$ cat src/rtl/bp_commit_trace_tx.sv
// ---------------------------------------------------------------------------
// bp_commit_trace_tx
//
// Packs per-core commit, writeback and trap events into 32-bit flits on a
// valid/ready link. A host-side receiver uses the stream to drive Dromajo
// cosimulation. Late writebacks are paired with their commits. Every captured
// event, including one that is dropped, takes a 16-bit sequence number. This
// lets the receiver detect lost events.
//
// Ports
//   clk_i, reset_i         clock, asynchronous active-low reset
//   en_i                   accept new events and writebacks
//   hartid_i               hart id placed in each header (sampled at launch)
//   commit_*               commit event: pc, instr, writeback kind
//   interrupt_v_i/cause_i  trap event (squashes a same-cycle commit)
//   iwb_* / fwb_*          integer / FP writeback (addr, data)
//   flit_o/flit_v_o        flit stream out
//   flit_ready_i           receiver ready
//   overflow_o             sticky: an event or writeback was dropped
//   busy_o                 a queue is non-empty or a packet is in flight
//
// Packet formats
//   commit: HDR, PC_LO, PC_HI, INSTR [, DATA_LO, DATA_HI if wbkind != none]
//   trap  : HDR, CAUSE_LO, CAUSE_HI
//   HDR   : [31:30] type (01 commit, 10 trap), [29:28] wbkind, [27:23] rd,
//           [22:16] hartid, [15:0] seq
// ---------------------------------------------------------------------------

// Small circular FIFO with combinational head read. The launch decision
// needs the head entry in the same cycle.
// Ports: push_i/data_i write (caller never pushes when full), pop_i
// removes the head (caller never pops when empty), data_o is the head entry,
// empty_o/full_o give the occupancy.
module bp_commit_trace_fifo #(
  parameter int width_p = 8,
  parameter int els_p   = 4
) (
  input  logic               clk_i,
  input  logic               reset_i,
  input  logic               push_i,
  input  logic [width_p-1:0] data_i,
  input  logic               pop_i,
  output logic [width_p-1:0] data_o,
  output logic               empty_o,
  output logic               full_o
);

  localparam int ptr_w = (els_p > 1) ? $clog2(els_p) : 1;
  localparam int cnt_w = $clog2(els_p + 1);

  logic [width_p-1:0] mem [els_p];
  logic [ptr_w-1:0]   wr_ptr_reg;
  logic [ptr_w-1:0]   rd_ptr_reg;
  logic [cnt_w-1:0]   cnt_reg;

  function automatic logic [ptr_w-1:0] ptr_inc(input logic [ptr_w-1:0] p);
    return (p == ptr_w'(els_p - 1)) ? '0 : p + ptr_w'(1);
  endfunction

  always_ff @(posedge clk_i or negedge reset_i) begin
    if (!reset_i) begin
      wr_ptr_reg <= '0;
      rd_ptr_reg <= '0;
      cnt_reg    <= '0;
    end else begin
      if (push_i) wr_ptr_reg <= ptr_inc(wr_ptr_reg);
      if (pop_i)  rd_ptr_reg <= ptr_inc(rd_ptr_reg);
      case ({push_i, pop_i})
        2'b10:   cnt_reg <= cnt_reg + cnt_w'(1);
        2'b01:   cnt_reg <= cnt_reg - cnt_w'(1);
        default: cnt_reg <= cnt_reg;
      endcase
    end
  end

  // Storage is not reset; the pointers alone define which entries are valid.
  always_ff @(posedge clk_i) begin
    if (push_i) mem[wr_ptr_reg] <= data_i;
  end

  assign data_o  = mem[rd_ptr_reg];
  assign empty_o = (cnt_reg == '0);
  assign full_o  = (cnt_reg == cnt_w'(els_p));

endmodule

module bp_commit_trace_tx #(
  parameter int vaddr_width_p = 39,
  parameter int cmt_els_p     = 8,
  parameter int wb_els_p      = 4
) (
  input  logic                     clk_i,
  input  logic                     reset_i,
  input  logic                     en_i,
  input  logic [6:0]               hartid_i,
  input  logic                     commit_v_i,
  input  logic [vaddr_width_p-1:0] commit_pc_i,
  input  logic [31:0]              commit_instr_i,
  input  logic                     commit_iwb_i,
  input  logic                     commit_fwb_i,
  input  logic                     interrupt_v_i,
  input  logic [63:0]              cause_i,
  input  logic                     iwb_v_i,
  input  logic [4:0]               iwb_addr_i,
  input  logic [63:0]              iwb_data_i,
  input  logic                     fwb_v_i,
  input  logic [4:0]               fwb_addr_i,
  input  logic [63:0]              fwb_data_i,
  output logic [31:0]              flit_o,
  output logic                     flit_v_o,
  input  logic                     flit_ready_i,
  output logic                     overflow_o,
  output logic                     busy_o
);

  localparam logic [1:0] wb_none = 2'b00;
  localparam logic [1:0] wb_int  = 2'b01;
  localparam logic [1:0] wb_fp   = 2'b10;

  // For a trap, val holds the cause. For a commit, val holds the
  // sign-extended PC. The 64-bit field is needed for either one.
  typedef struct packed {
    logic        trap;
    logic [1:0]  wbk;
    logic [15:0] seq;
    logic [63:0] val;
    logic [31:0] instr;
  } rec_s;

  typedef struct packed {
    logic [4:0]  addr;
    logic [63:0] data;
  } wb_s;

  typedef enum logic [3:0] {
    IDLE, HDR, PC_LO, PC_HI, INSTR, DATA_LO, DATA_HI, CAUSE_LO, CAUSE_HI
  } state_e;

  state_e state_reg, state_next;

  logic [15:0] seq_reg;
  logic        overflow_reg;

  logic [31:0] pkt_hdr_reg;
  logic [63:0] pkt_val_reg;
  logic [31:0] pkt_instr_reg;
  logic [63:0] pkt_data_reg;
  logic        pkt_trap_reg;
  logic [1:0]  pkt_wbk_reg;

  // ------------------------------------------------------------------
  // Event capture
  // ------------------------------------------------------------------
  logic                     event_v;
  logic                     drop_v;
  logic [63:0]              pc_sext;
  rec_s                     rec_in;
  logic [$bits(rec_s)-1:0]  rec_head_raw;
  rec_s                     rec_head;
  logic                     rec_push, rec_pop, rec_empty, rec_full;

  wb_s                      iwb_in, fwb_in, iwb_head, fwb_head;
  logic [$bits(wb_s)-1:0]   iwb_head_raw, fwb_head_raw;
  logic                     iwb_push, iwb_pop, iwb_empty, iwb_full;
  logic                     fwb_push, fwb_pop, fwb_empty, fwb_full;

  assign pc_sext = {{(64 - vaddr_width_p){commit_pc_i[vaddr_width_p-1]}}, commit_pc_i};

  // A trap squashes a same-cycle commit. Only one record per cycle.
  assign event_v  = en_i & (interrupt_v_i | commit_v_i);
  assign rec_push = event_v & ~rec_full;

  always_comb begin
    rec_in     = '0;
    rec_in.seq = seq_reg;
    if (interrupt_v_i) begin
      rec_in.trap = 1'b1;
      rec_in.val  = cause_i;
    end else begin
      rec_in.val   = pc_sext;
      rec_in.instr = commit_instr_i;
      rec_in.wbk   = commit_iwb_i ? wb_int : (commit_fwb_i ? wb_fp : wb_none);
    end
  end

  assign iwb_in   = {iwb_addr_i, iwb_data_i};
  assign fwb_in   = {fwb_addr_i, fwb_data_i};
  assign iwb_push = en_i & iwb_v_i & ~iwb_full;
  assign fwb_push = en_i & fwb_v_i & ~fwb_full;

  // Fullness is judged on the occupancy before this edge. A push into a
  // full queue is dropped, even if the head leaves in the same cycle.
  assign drop_v = (event_v & rec_full)
                | (en_i & iwb_v_i & iwb_full)
                | (en_i & fwb_v_i & fwb_full);

  // The sequence number advances on every captured event. This includes
  // dropped events, so the receiver sees a gap.
  always_ff @(posedge clk_i or negedge reset_i) begin
    if (!reset_i) begin
      seq_reg      <= '0;
      overflow_reg <= 1'b0;
    end else begin
      if (event_v) seq_reg      <= seq_reg + 16'd1;
      if (drop_v)  overflow_reg <= 1'b1;
    end
  end

  bp_commit_trace_fifo #(.width_p($bits(rec_s)), .els_p(cmt_els_p)) rec_fifo (
    .clk_i   (clk_i),
    .reset_i (reset_i),
    .push_i  (rec_push),
    .data_i  (rec_in),
    .pop_i   (rec_pop),
    .data_o  (rec_head_raw),
    .empty_o (rec_empty),
    .full_o  (rec_full)
  );

  bp_commit_trace_fifo #(.width_p($bits(wb_s)), .els_p(wb_els_p)) iwb_fifo (
    .clk_i   (clk_i),
    .reset_i (reset_i),
    .push_i  (iwb_push),
    .data_i  (iwb_in),
    .pop_i   (iwb_pop),
    .data_o  (iwb_head_raw),
    .empty_o (iwb_empty),
    .full_o  (iwb_full)
  );

  bp_commit_trace_fifo #(.width_p($bits(wb_s)), .els_p(wb_els_p)) fwb_fifo (
    .clk_i   (clk_i),
    .reset_i (reset_i),
    .push_i  (fwb_push),
    .data_i  (fwb_in),
    .pop_i   (fwb_pop),
    .data_o  (fwb_head_raw),
    .empty_o (fwb_empty),
    .full_o  (fwb_full)
  );

  assign rec_head = rec_head_raw;
  assign iwb_head = iwb_head_raw;
  assign fwb_head = fwb_head_raw;

  // ------------------------------------------------------------------
  // Launch
  // ------------------------------------------------------------------
  logic        head_ready;
  logic        last_flit;
  logic        handshake;
  logic        launch;
  logic [4:0]  launch_rd;
  logic [63:0] launch_data;
  logic [31:0] launch_hdr;

  // Records leave in strict order. A commit whose writeback has not
  // arrived yet holds back every record behind it.
  always_comb begin
    head_ready = 1'b0;
    if (!rec_empty) begin
      if (rec_head.trap) begin
        head_ready = 1'b1;
      end else begin
        case (rec_head.wbk)
          wb_int:  head_ready = ~iwb_empty;
          wb_fp:   head_ready = ~fwb_empty;
          default: head_ready = 1'b1;
        endcase
      end
    end
  end

  always_comb begin
    last_flit = 1'b0;
    case (state_reg)
      INSTR:             last_flit = (pkt_wbk_reg == wb_none);
      DATA_HI, CAUSE_HI: last_flit = 1'b1;
      default:           last_flit = 1'b0;
    endcase
  end

  assign flit_v_o  = (state_reg != IDLE);
  assign handshake = flit_v_o & flit_ready_i;

  // Launch can also happen on the last handshake of a packet. The next
  // header then follows with no idle cycle.
  assign launch  = head_ready & ((state_reg == IDLE) | (handshake & last_flit));
  assign rec_pop = launch;
  assign iwb_pop = launch & ~rec_head.trap & (rec_head.wbk == wb_int);
  assign fwb_pop = launch & ~rec_head.trap & (rec_head.wbk == wb_fp);

  always_comb begin
    launch_rd   = '0;
    launch_data = '0;
    launch_hdr  = '0;
    if (rec_head.trap) begin
      launch_hdr = {2'b10, wb_none, 5'd0, hartid_i, rec_head.seq};
    end else begin
      case (rec_head.wbk)
        wb_int: begin
          launch_rd   = iwb_head.addr;
          launch_data = iwb_head.data;
        end
        wb_fp: begin
          launch_rd   = fwb_head.addr;
          launch_data = fwb_head.data;
        end
        default: begin
          launch_rd   = '0;
          launch_data = '0;
        end
      endcase
      launch_hdr = {2'b01, rec_head.wbk, launch_rd, hartid_i, rec_head.seq};
    end
  end

  // The packet register changes only at launch. Launch happens only in
  // IDLE or on the final handshake, so flit_o stays stable during a stall.
  always_ff @(posedge clk_i or negedge reset_i) begin
    if (!reset_i) begin
      pkt_hdr_reg   <= '0;
      pkt_val_reg   <= '0;
      pkt_instr_reg <= '0;
      pkt_data_reg  <= '0;
      pkt_trap_reg  <= 1'b0;
      pkt_wbk_reg   <= wb_none;
    end else if (launch) begin
      pkt_hdr_reg   <= launch_hdr;
      pkt_val_reg   <= rec_head.val;
      pkt_instr_reg <= rec_head.instr;
      pkt_data_reg  <= launch_data;
      pkt_trap_reg  <= rec_head.trap;
      pkt_wbk_reg   <= rec_head.trap ? wb_none : rec_head.wbk;
    end
  end

  // ------------------------------------------------------------------
  // Flit FSM
  // ------------------------------------------------------------------
  always_ff @(posedge clk_i or negedge reset_i) begin
    if (!reset_i) state_reg <= IDLE;
    else          state_reg <= state_next;
  end

  always_comb begin
    state_next = state_reg;
    flit_o     = '0;
    case (state_reg)
      IDLE: begin
        if (launch) state_next = HDR;
      end
      HDR: begin
        flit_o = pkt_hdr_reg;
        if (handshake) state_next = pkt_trap_reg ? CAUSE_LO : PC_LO;
      end
      PC_LO: begin
        flit_o = pkt_val_reg[31:0];
        if (handshake) state_next = PC_HI;
      end
      PC_HI: begin
        flit_o = pkt_val_reg[63:32];
        if (handshake) state_next = INSTR;
      end
      INSTR: begin
        flit_o = pkt_instr_reg;
        if (handshake) begin
          if (pkt_wbk_reg != wb_none) state_next = DATA_LO;
          else                        state_next = launch ? HDR : IDLE;
        end
      end
      DATA_LO: begin
        flit_o = pkt_data_reg[31:0];
        if (handshake) state_next = DATA_HI;
      end
      DATA_HI: begin
        flit_o = pkt_data_reg[63:32];
        if (handshake) state_next = launch ? HDR : IDLE;
      end
      CAUSE_LO: begin
        flit_o = pkt_val_reg[31:0];
        if (handshake) state_next = CAUSE_HI;
      end
      CAUSE_HI: begin
        flit_o = pkt_val_reg[63:32];
        if (handshake) state_next = launch ? HDR : IDLE;
      end
      default: state_next = IDLE;
    endcase
  end

  assign overflow_o = overflow_reg;
  assign busy_o     = ~rec_empty | ~iwb_empty | ~fwb_empty | (state_reg != IDLE);

endmodule

$ cat config.mk
export PLATFORM = sky130hd
export DESIGN_NAME = bp_commit_trace_tx
export DESIGN_NICKNAME = d
export VERILOG_FILES = /design/src/rtl/bp_commit_trace_tx.sv
export SDC_FILE = /design/constraint.sdc
export NUM_CORES = 2
export LEC_CHECK = 0
export CAP_MARGIN = 5
export CORE_ASPECT_RATIO = 2
export CORE_MARGIN = 2
export CORE_UTILIZATION = 35
export CTS_CLUSTER_DIAMETER = 60
export CTS_CLUSTER_SIZE = 28
export DETAILED_ROUTE_END_ITERATION = 16
export PLACE_DENSITY = 0.5
export SETUP_SLACK_MARGIN = 0.05
export SLEW_MARGIN = 20
export SYNTH_ARGS = -nofsm -noshare
export SYNTH_HDL_FRONTEND = slang
export SYNTH_SLANG_ARGS = --single-unit
$ cat constraint.sdc
create_clock -name clk_i -period 22.6 [get_ports clk_i]
set_input_delay 3.39 -clock clk_i [delete_from_list [all_inputs] [get_ports clk_i]]
set_output_delay 3.39 -clock clk_i [all_outputs]
set_load 0.1 [all_outputs]
==> metrics.md <==
| Metric | Value |
|---|---|
| First-pass GRT wire length | `257,000 um` |
| Placed insts | `6,015` |
| HPWL Detailed | `118,000 um` |
| Synth cell count leaders | `edfxtp_1, mux4_2, nand2_1, dfrtp_1, mux2i_1` |
| Hold Path Class | `flop to flop` |
| Final Slew Violations | `0` |
| WP data arrival | `5.05 ns` |
| Cell Area, Synth | `66,000 um^2` |
| Final Setup Violations | `0` |
| Total power | `9.57 mW` |
| Top Ports | `325` |
| Max-cap check violation count | `0` |
| Cell taking the most area after synthesis | `edfxtp_1` |
| Power Dens Cells | `127 nW/um^2` |
| Clk_skew | `0.0445 ns` |
| Synth top area cells | `edfxtp_1, mux4_2, dfrtp_1` |
| Setup Buffers After CTS | `0` |
| Mean Syn Cell Area | `19.8 um^2` |
| Rows | `225` |
| Yosys Warn Count | `0` |
| Post_cts resized | `0` |
| Final hold violations | `0` |
| Syn-to-layout area delta | `14.5%` |
| Vias | `32,300` |
| Worst skew pair latency | `0.73 ns` |
| Biggest register | `rec_fifo.mem` |
| DIE AREA | `192,000 um^2` |
| Register-to-Register Path Depth | `15` |
| Via/cell ratio | `5.21` |
| CP startpoint | `state_reg[1]` |
| Worst R2R Setup Slack | `16.09 ns` |
| PortBufs | `324` |
| TNS Setup | `0 ns` |
| Post-Route WL | `181,000 um` |
| Top flop regs | `rec_fifo.mem: 920 flops, fwb_fifo.mem: 276 flops, iwb_fifo.mem: 276 flops` |
| Max FFs per register | `920` |
| RSZ-0062 raised after global routing | `no` |
| Sequential area share after synthesis | `76.0%` |
| Most frequent cell after synthesis | `edfxtp_1` |
| Fin crit share | `37.3%` |
| # clock sinks | `1,709` |
| Per-cell routed wire length | `29.2 um` |
| Final net count | `3,926` |
| Synth async-reset ratio | `13.9%` |
| Global placement routability congestion | `0.846` |
| Non-Filler Instances | `6,191` |
| CTS tree | `built` |
| Gr usage total | `18.7%` |
| Critical path's largest stage delay | `1.19 ns` |
| Pleak | `24.6 nW` |
| Top-area cell type share of the netlist area | `67.0%` |
| Initial antenna violation count | `41` |
| CP Capture Type | `output port` |
| Commonest register cell after synthesis | `edfxtp_1` |
| Drt first pass iters | `6` |
| Fmax | `0.118 GHz` |
| Count of flip-flops with a built-in enable after synthesis | `1,472` |
| Peak fanout along the critical path | `32` |
| Min Tclk post-route | `8.44 ns` |
| Clk slew on worst S/H paths | `0.10 ns` |
| Critical path type | `flop to output port` |
| Yosys cell types | `46` |
| FF-to-FF Start | `rec_fifo.rd_ptr_reg[0]` |
| VDD IR max | `0.000163 V` |
| Worst-case clock buffer depth | `3` |
| Gate Count Post-Synth | `3,323` |
| Hold Path Origin | `pkt_hdr_reg[17]` |
| RR Endpoint | `rec_fifo.cnt_reg[3]` |
| Fillers | `17,000` |
| Number of antenna-violating nets in the routed design | `0` |
| H-tree depth | `3` |
| Slew HR | `21.3%` |
| Die Wd | `311 um` |
| Critical Path Sink | `flit_o[5]` |
| Largest net degree at the start of global routing | `163` |
| CTS hold repair buffers | `0` |
| Clock root cell | `clkbuf_16` |
| Type of origin of the critical path | `flop` |
| Share of layout cells above drive strength 1 | `18.2%` |
| Crit path cell chain | `inv_1 -> or3_1 -> a21oi_4 -> a222oi_1 -> nand3_1 -> clkdlybuf4s50_1` |
| Die Y | `618 um` |
| DRT iter0 DRCs | `2,622` |
| Syn Nets | `3,638` |
| Initial Util | `35.2%` |
| Remaining global-route overflow | `0` |
| TritonCTS Buffers | `91` |
| Slew @ Worst Pin | `1.18 ns` |
| Vias in the first global route | `33,800` |
| Synthesized flop and latch total | `1,709` |
| DR DRC count | `0` |
| Core area | `187,000 um^2` |
| Status | `complete, no violations` |
| Crit-path slowest cell | `clkdlybuf4s50_1` |
| WP data required | `19.21 ns` |
cell type report:
type / count / area, um^2 / area share (%)
clock inverter: 61 / 840 / 1.11
clock buffer: 110 / 2430 / 3.22
multi-input combinational: 1398 / 15000 / 19.9
inverter: 25 / 93.8 / 0.124
antenna: 5 / 12.5 / 0.0166
sequential: 1709 / 50200 / 66.4
tap: 2497 / 3120 / 4.14
timing repair buffer: 386 / 3790 / 5.02
critical path, delay by kind of cell (launching register included):
| family | cells | cell delay [ns] |
|---|---|---|
| AO/OA/AOI/OAI | 2 | 1.15 |
| buffers and inverters | 2 | 1.46 |
| flip-flops | 1 | 0.94 |
| AND/OR/NAND/NOR | 2 | 0.76 |
cells in the final DEF, fill, tap and decap left out, drive strengths merged, types with 7 or more instances in the layout:
cell and n:
clkbuf 110, xor2 12, nor2 46, xnor2 14
dfrtp 237, nand2 297, inv 58, nor2b 34
a222oi 12, mux4 368, clkinv 22, edfxtp 1472
and2 8, a21oi 7, a22oi 81, or3 7
buf 65, mux2i 138, nand3 28, mux2 46
nor3 11, a221o 40, clkdlybuf4s50 321, o21ai 188
ha 22
metrics by stage:
| stage | hold slack [ns] | util [%] | instance area (um^2) | worst slack (ns) |
|---|---|---|---|---|
| floorplan | 0.446 | - | 66000 | 6.58 |
| global placement | 0.464 | 38.5 | 72200 | 14.88 |
| detailed placement | 0.465 | 38.5 | 72200 | 14.77 |
| CTS | 0.488 | 40.3 | 75500 | 14.21 |
| global route | 0.517 | 40.3 | 75500 | 13.98 |
| finish | 0.488 | 40.3 | 75500 | 14.16 |
logic make-up (layout without fill, tap and decap cells):
kind of cell,count (synthesis),count (layout),share of synthesized area [%]
xor+xnor,26,26,0.345
buf+inv,216,582,1.38
compound gates,346,346,3.40
simple gates,449,449,2.89
other cells,0,5,0
fa+ha+maj,25,25,0.508
flops,1709,1709,76.0
mux,552,552,15.5
metal layers:
layer | part of all wire (%) | vias to the layer above | GRT usage [%]
li1 | - | 13900 | -
met3 | 5.4 | 221 | 3.70
met1 | 38 | 17300 | 22.1
met4 | 2.6 | 52 | 4.87
met5 | 0.20 | - | 0
met2 | 54 | 781 | 34.4
power by group:
group	internal (mW)	total (mW)	switching [mW]
logic	1.16	3.27	2.11
clock network	0.864	2.00	1.13
registers	3.94	4.31	0.362
total	5.96	9.57	3.61
worst min-delay path by stage:
stage / cells past startpoint / end
6_report: 2 / pkt_hdr_reg[17]
2_1_floorplan: 2 / pkt_hdr_reg[19]
4_1_cts: 2 / pkt_hdr_reg[18]
3_5_place_dp: 2 / pkt_hdr_reg[18]
5_1_grt: 2 / pkt_hdr_reg[18]
3_3_place_gp: 2 / pkt_data_reg[46]
No activity file was read; power rests on OpenSTA's default activity.
